## config.mk

```make
export PLATFORM = sky130hd
export DESIGN_NAME = pipeline_hazard_ctrl
export DESIGN_NICKNAME = d
export VERILOG_FILES = /design/src/rtl/pipeline_hazard_ctrl.sv
export SDC_FILE = /design/constraint.sdc
export NUM_CORES = 1
export LEC_CHECK = 0
export CELL_PAD_IN_SITES_DETAIL_PLACEMENT = 0
export CELL_PAD_IN_SITES_GLOBAL_PLACEMENT = 2
export CORE_AREA = 2 2 90 92
export CTS_BUF_LIST = sky130_fd_sc_hd__clkbuf_4
export CTS_CLUSTER_DIAMETER = 60
export CTS_CLUSTER_SIZE = 12
export DETAILED_ROUTE_END_ITERATION = 10
export DIE_AREA = 0 0 92 94
export GPL_TIMING_DRIVEN = 0
export PLACE_DENSITY = 0.93
export SLEW_MARGIN = 25
export SYNTH_ARGS = -nofsm -noshare
export SYNTH_HDL_FRONTEND = slang
export SYNTH_SLANG_ARGS = --single-unit
```

## constraint.sdc

```tcl
create_clock -name CLK -period 5.2 [get_ports CLK]
set_input_delay 0.78 -clock CLK [delete_from_list [all_inputs] [get_ports CLK]]
set_output_delay 0.78 -clock CLK [all_outputs]
set_load 0.01 [all_outputs]
```

## src/rtl/pipeline_hazard_ctrl.sv

```systemverilog
`default_nettype none
// ============================================================================
// pipeline_hazard_ctrl : stall/flush controller for the five-stage pipeline
// Revision: 1.0 - initial release
// ============================================================================
module pipeline_hazard_ctrl #(
  parameter int CNT_W = 32,
  parameter int REG_W = 5
) (
  input  logic             CLK,
  input  logic             RST,
  input  logic             ihit,
  input  logic             dhit,
  input  logic [REG_W-1:0] ifid_rs,
  input  logic [REG_W-1:0] ifid_rt,
  input  logic             ifid_uses_rt,
  input  logic             idex_MemRead,
  input  logic [REG_W-1:0] idex_wsel,
  input  logic             exmem_MemRead,
  input  logic             exmem_MemWrite,
  input  logic             ex_redirect,
  input  logic             exmem_halt,
  output logic             pc_en,
  output logic             ifid_en,
  output logic             idex_en,
  output logic             exmem_en,
  output logic             memwb_en,
  output logic             ifid_flush,
  output logic             idex_flush,
  output logic             dmem_req_en,
  output logic             halted,
  output logic [CNT_W-1:0] stall_cycles
);

  typedef enum logic [0:0] {RUN = 1'b0, HALT = 1'b1} state_t;

  state_t           state_q, state_d;
  logic             ifetch_done_q, ifetch_done_d;
  logic             dacc_done_q, dacc_done_d;
  logic             halted_q, halted_d;
  logic [CNT_W-1:0] stall_cycles_q, stall_cycles_d;

  logic w_run, w_live, w_dreq, w_adv, w_lu;

  always_comb begin
    w_run  = (state_q == RUN);
    w_live = w_run & ~RST;
    w_dreq = exmem_MemRead | exmem_MemWrite;
    w_adv  = w_run & (ihit | ifetch_done_q) & (~w_dreq | dhit | dacc_done_q);
    w_lu   = idex_MemRead & (idex_wsel != '0) &
             ((idex_wsel == ifid_rs) | (ifid_uses_rt & (idex_wsel == ifid_rt)));
  end

  always_comb begin
    pc_en      = 1'b0;
    ifid_en    = 1'b0;
    idex_en    = 1'b0;
    exmem_en   = 1'b0;
    memwb_en   = 1'b0;
    ifid_flush = 1'b0;
    idex_flush = 1'b0;
    if (w_live && w_adv) begin
      pc_en    = 1'b1;
      ifid_en  = 1'b1;
      idex_en  = 1'b1;
      exmem_en = 1'b1;
      memwb_en = 1'b1;
      // A redirect squashes the decode instruction, so its load-use stall is moot
      if (ex_redirect) begin
        ifid_flush = 1'b1;
        idex_flush = 1'b1;
      end else if (w_lu) begin
        pc_en      = 1'b0;
        ifid_en    = 1'b0;
        idex_flush = 1'b1;
      end
    end
    dmem_req_en  = w_live & w_dreq & ~dacc_done_q;
    halted       = halted_q;
    stall_cycles = stall_cycles_q;
  end

  always_comb begin
    state_d        = state_q;
    ifetch_done_d  = ifetch_done_q;
    dacc_done_d    = dacc_done_q;
    halted_d       = halted_q;
    stall_cycles_d = stall_cycles_q;
    if (w_run) begin
      if (w_adv) begin
        ifetch_done_d = 1'b0;
        dacc_done_d   = 1'b0;
        if (exmem_halt) begin
          state_d  = HALT;
          halted_d = 1'b1;
        end
      end else begin
        // Remember completed accesses so they are not replayed while held
        ifetch_done_d = ifetch_done_q | ihit;
        dacc_done_d   = dacc_done_q | (dhit & w_dreq);
        if (~&stall_cycles_q)
          stall_cycles_d = stall_cycles_q + {{(CNT_W-1){1'b0}}, 1'b1};
      end
    end
  end

  always_ff @(posedge CLK) begin
    if (RST) begin
      state_q        <= RUN;
      ifetch_done_q  <= 1'b0;
      dacc_done_q    <= 1'b0;
      halted_q       <= 1'b0;
      stall_cycles_q <= '0;
    end else begin
      state_q        <= state_d;
      ifetch_done_q  <= ifetch_done_d;
      dacc_done_q    <= dacc_done_d;
      halted_q       <= halted_d;
      stall_cycles_q <= stall_cycles_d;
    end
  end

endmodule
`default_nettype wire

```

# Word-level counts from Yosys, hierarchy flattened
# Cells that the tools add are included.
classes:
  addsub: 1
  eq_ne: 2
  muxes: 14
  bitwise: 21
  reduce_logical: 5
op_table:
  columns: ["op", "count"]
  rows:
  - ["adder 32 x 1 -> 32 bit, second input constant", 1]
  - ["AND reduction 32 bit", 1]
  - ["two-way mux 1 bit", 14]
  - ["== test 5 bit", 2]
  - ["bitwise AND 1 bit", 9]
  - ["inverter 1 bit", 6]
  - ["bitwise OR 1 bit", 6]
  - ["AND reduction 3 bit", 2]
  - ["nonzero test 5 bit", 1]
  - ["logical AND 1 bit", 1]
word_totals:
  ff_bits: 36
  out_inout_bits: 41

# Longest topological paths before layout
depth:
  word_depth: 7
  ltp_mapped: 9
  depth_no_buf: 6

# Least setup slack after synthesis
# No wires, ideal clock.
synth_timing:
  path_kind: "input to output"
  startpoint: "input exmem_MemWrite"
  endpoint: "output pc_en"
  t_arrival_ps: 2065
  required_time_ps: 4420
  slack_ps: 2355
  path_stages: 5
  path_cell_list: "nor2_1 o31ai_2 nor2_1 a21boi_0 buf_4"
synth_between:
  elab_chain_len: 7
synth_rtl:
  columns: ["element", "line", "source"]
  rows:
  - ["start, declared", "20", "input logic exmem_MemWrite,"]
  - ["bitwise OR 1 bit", "48", "w_dreq = exmem_MemRead | exmem_MemWrite;"]
  - ["inverter 1 bit", "49", "w_adv = w_run & (ihit | ifetch_done_q) & (~w_dreq | dhit | dacc_done_q);"]
  - ["bitwise OR 1 bit (2 in series)", "49", null]
  - ["bitwise AND 1 bit", "49", null]
  - ["logical AND 1 bit", "62", "if (w_live && w_adv) begin"]
  - ["two-way mux 1 bit", null, null]
  - ["end, declared", "23", "output logic pc_en,"]
# Every way passes these cells.

# Worst setup path in the final report
layout_timing:
  startpoint: "input idex_wsel[2]"
  endpoint: "output pc_en"
layout_between:
  elab_chain_len: 7
  word_cells_on_any_way: 10
layout_rtl:
  columns: ["element", "line", "source"]
  rows:
  - ["start, declared", "18", "input logic [REG_W-1:0] idex_wsel,"]
  - ["== test 5 bit", "51", "((idex_wsel == ifid_rs) | (ifid_uses_rt & (idex_wsel == ifid_rt)));"]
  - ["bitwise AND 1 bit", "51", null]
  - ["bitwise OR 1 bit", "51", null]
  - ["bitwise AND 1 bit *", "50", "w_lu = idex_MemRead & (idex_wsel != '0) &"]
  - ["two-way mux 1 bit *", "72", "end else if (w_lu) begin"]
  - ["two-way mux 1 bit *", "69", "if (ex_redirect) begin"]
  - ["two-way mux 1 bit *", "62", null]
# Mark *: on every way between the ends. The rest lies on a longest branch, timed or not.

==> flow_summary.yaml <==
status:
  outcome: "finished clean"
clocking:
  tritoncts: "yes"
  cts-root-buf: "clkbuf_4"
  cts_made_buffers: 5
  hold_buffers: 0
  cts_buffer_depth: 2
  cts_sinks: 36
  cts_resized: 0
  insertion_delay_ns: 0.35
  cts_setup_buffers: 0
  clkTransAtPathRegs_ns: 0.12
  htree_num_levels: 2
sta:
  setup_violations: 0
  fin_crit_sh: 0.711
  max_clock_freq_mhz: 270
  hold_viol_final: 0
  finalCriticalPeriod_ns: 3.70
  worstMarginPinSlew_ns: 0.695
  drv_slew: 0
  rsz0062_at_grt: "false"
  clock_skew_ns: 0.0189
  maxSlewHeadroom: 0.532
  final.setup.tns_ns: 0
detailed_routing:
  ant_nets: 0
  vias: 2208
  first_pass_iters: 4
  routed_wl_um: 6330
  wl_per_cell_um: 14.5
  drt_iter0_drc: 102
  vias_per_cell: 5.05
  drc: 0
global_routing:
  busiest_layer: "met2"
  grt_max_degree: 12
  grt_pass1_vias: 2086
  antenna_found_initial: 0
  grt_util_all_layers: 0.151
  met1_usage: 0.198
  gr-usage-met2: 0.243
  grt_pass1_wl_um: 10400
  grt_util_met3: 0.0433
  overflow: 0
worst_setup_path:
  cp_max_fo: 3
  slowest_delay_ns: 0.52
  critical_path.slowest_cell: "or4_1"
  worstPathCellList: "clkdlybuf4s50_1 > or4_1 > o21ai_0 > a21oi_1 > a21boi_0 > buf_4 > clkdlybuf4s50_1"
  r2r-start: "stall_cycles[2]$_SDFFE_PP0P_"
  startpoint_type: "input pin"
  worst_path_dominant_cell_family: "buffers and inverters"
  crit_top_cell: "clkdlybuf4s50_1"
  arrival_ns: 2.92
  end_kind: "output port"
  worst-path-buf-inv: 3
  worstSetupPathType: "input pin to output port"
  required_ns: 4.42
  startpoint: "idex_wsel[2]"
yosys:
  yosysTopAreaCellShare: 0.333
  synth.avg_cell_area_um2: 8.25
  synthCells: 262
  async_flop_share: 0
  ys_types: 45
  synth_seq_cells: 36
  yosys_warnings: 0
  synth_area_leaders: "dfxtp_1 (33%), mux2_2 (5.7%), a21oi_1 (5.6%)"
  synth_top_cell_by_area: "dfxtp_1"
  postSynthNetCount: 288
  yosys_most_used_dff: "dfxtp_1"
  yosysSeqAreaShare: 0.333
  synth_area_um2: 2160
  synth_edf_count: 0
power:
  power_switching_uw: 150
  p_int_uw: 435
  ir_drop_mv: 0.105
  pwr-share-comb: 0.158
  p_clk_frac: 0.355
  switching_share: 0.257
  leakage_nw: 0.960
  power_per_cell_area_nw_per_um2: 194
  seqPwrFrac: 0.487
floorplanning:
  core_area_um2: 7610
  initial_core_util: 0.284
  dieArea_um2: 8650
  core.rowCount: 32
  die_h_um: 94
  fp.dieW_um: 92
  io_pins: 66
placement:
  routabilityCongestion: 0.788
  dp_hpwl_um: 4760
  io_buffers: 65
  dpl_cell_area_um2: 2940
final_layout:
  area_growth_pct: 39.7
  diodes: 0
  drive_above_1_share: 0.116
  n_fill_cell: 812
  nets: 360
  stdcell_area_um2: 3020
hold_path:
  hp-start: "halted$_SDFFE_PP0P_"
  hold_class: "register to register"
job:
  drv_cap: 0
==> sequential cells by signal (all words and copies together), names as in the netlist <==
signal         flops
dacc_done_q        1
state_q            1
ifetch_done_q      1
halted             1
stall_cycles      32
==> worst paths after layout <==
path / endpoint / slack [ns] / cells past startpoint
hold / removal: halted$_SDFFE_PP0P_ / 0.50 / 2
setup / recovery: pc_en / 1.50 / 7
setup reg to reg: stall_cycles[23]$_SDFFE_PP0P_ / 2.86 / 6
hold reg to reg: halted$_SDFFE_PP0P_ / 0.50 / 2
==> area by class of cell <==
cell class | count | area [um2] | area share
multi-input cells | 201 | 1320 | 0.437
flip-flops and latches | 36 | 721 | 0.239
repair buffers | 65 | 651 | 0.215
well taps | 102 | 128 | 0.0423
plain buffers | 19 | 98.8 | 0.0327
clock buffers | 6 | 45.0 | 0.0149
clock inverters | 2 | 35.0 | 0.0116
inverters | 6 | 22.5 | 0.00746
==> Yosys cell counts, types with 9 or more instances <==
library cell  number
a21oi_1           24
mux2_2            11
nor4_1             9
or4_1             12
nand3_1           15
nand2_1           14
nor2b_1           11
o31ai_1           13
clkbuf_1          10
dfxtp_1           36
nor2_1            25
nor3_1            10
==> per-stage QoR <==
| stage | std cells | power, mW | util | hold WS [ns] | setup slack (ns) |
|---|---|---|---|---|---|
| floorplan | 262 | 0.336 | - | 0.484 | 2.35 |
| global placement | 429 | 0.383 | 0.387 | 0.462 | 1.50 |
| detailed placement | 429 | 0.384 | 0.387 | 0.465 | 1.48 |
| CTS | 437 | 0.593 | 0.397 | 0.505 | 1.48 |
| global route | 437 | 0.613 | 0.397 | 0.536 | 1.32 |
| finish | 437 | 0.585 | 0.397 | 0.499 | 1.50 |
==> cell usage in the layout (no fill, tap or decap), types with 11 or more instances in the layout <==
master	synthesis	routed
nand3_1	15	15
nor2_1	25	25
nor2b_1	11	11
a21oi_1	24	24
o31ai_1	13	13
mux2_2	11	11
or4_1	12	12
dfxtp_1	36	36
nand2_1	14	14
clkdlybuf4s50_1	0	65
==> routing by layer <==
| metal | share of wire | up-vias | routed length, um |
|---|---|---|---|
| met5 | 0 | - | 0 |
| met2 | 0.45 | 52 | 2860 |
| met3 | 0.061 | 5 | 387 |
| li1 | - | 1116 | - |
| met4 | 0.0090 | 0 | 57 |
| met1 | 0.48 | 1035 | 3020 |
==> worst min-delay path, stage by stage, from the launching register on <==
cell and delay, ns:
dfxtp_1 0.35, a21oi_1 0.04, nor2_1 0.08
==> cells by family after synthesis <==
family	after synthesis	share of synthesized area
AND/OR/NAND/NOR	126	0.337
AO/OA/AOI/OAI	52	0.166
flip-flops	36	0.333
buffers and inverters	25	0.0561
XOR/XNOR	11	0.0446
multiplexers	11	0.0573
adder cells (fa/ha/maj)	1	0.00579
==> power groups by stage <==
stage	combinational [mW]	sequential (mW)	clock, mW
6_report	0.0923	0.285	0.208
5_1_grt	0.101	0.286	0.226
4_1_cts	0.0932	0.285	0.215
3_5_place_dp	0.0926	0.291	0
3_3_place_gp	0.0920	0.291	0
2_1_floorplan	0.0439	0.292	0
Note: power is estimated with default switching activity, not from simulation.
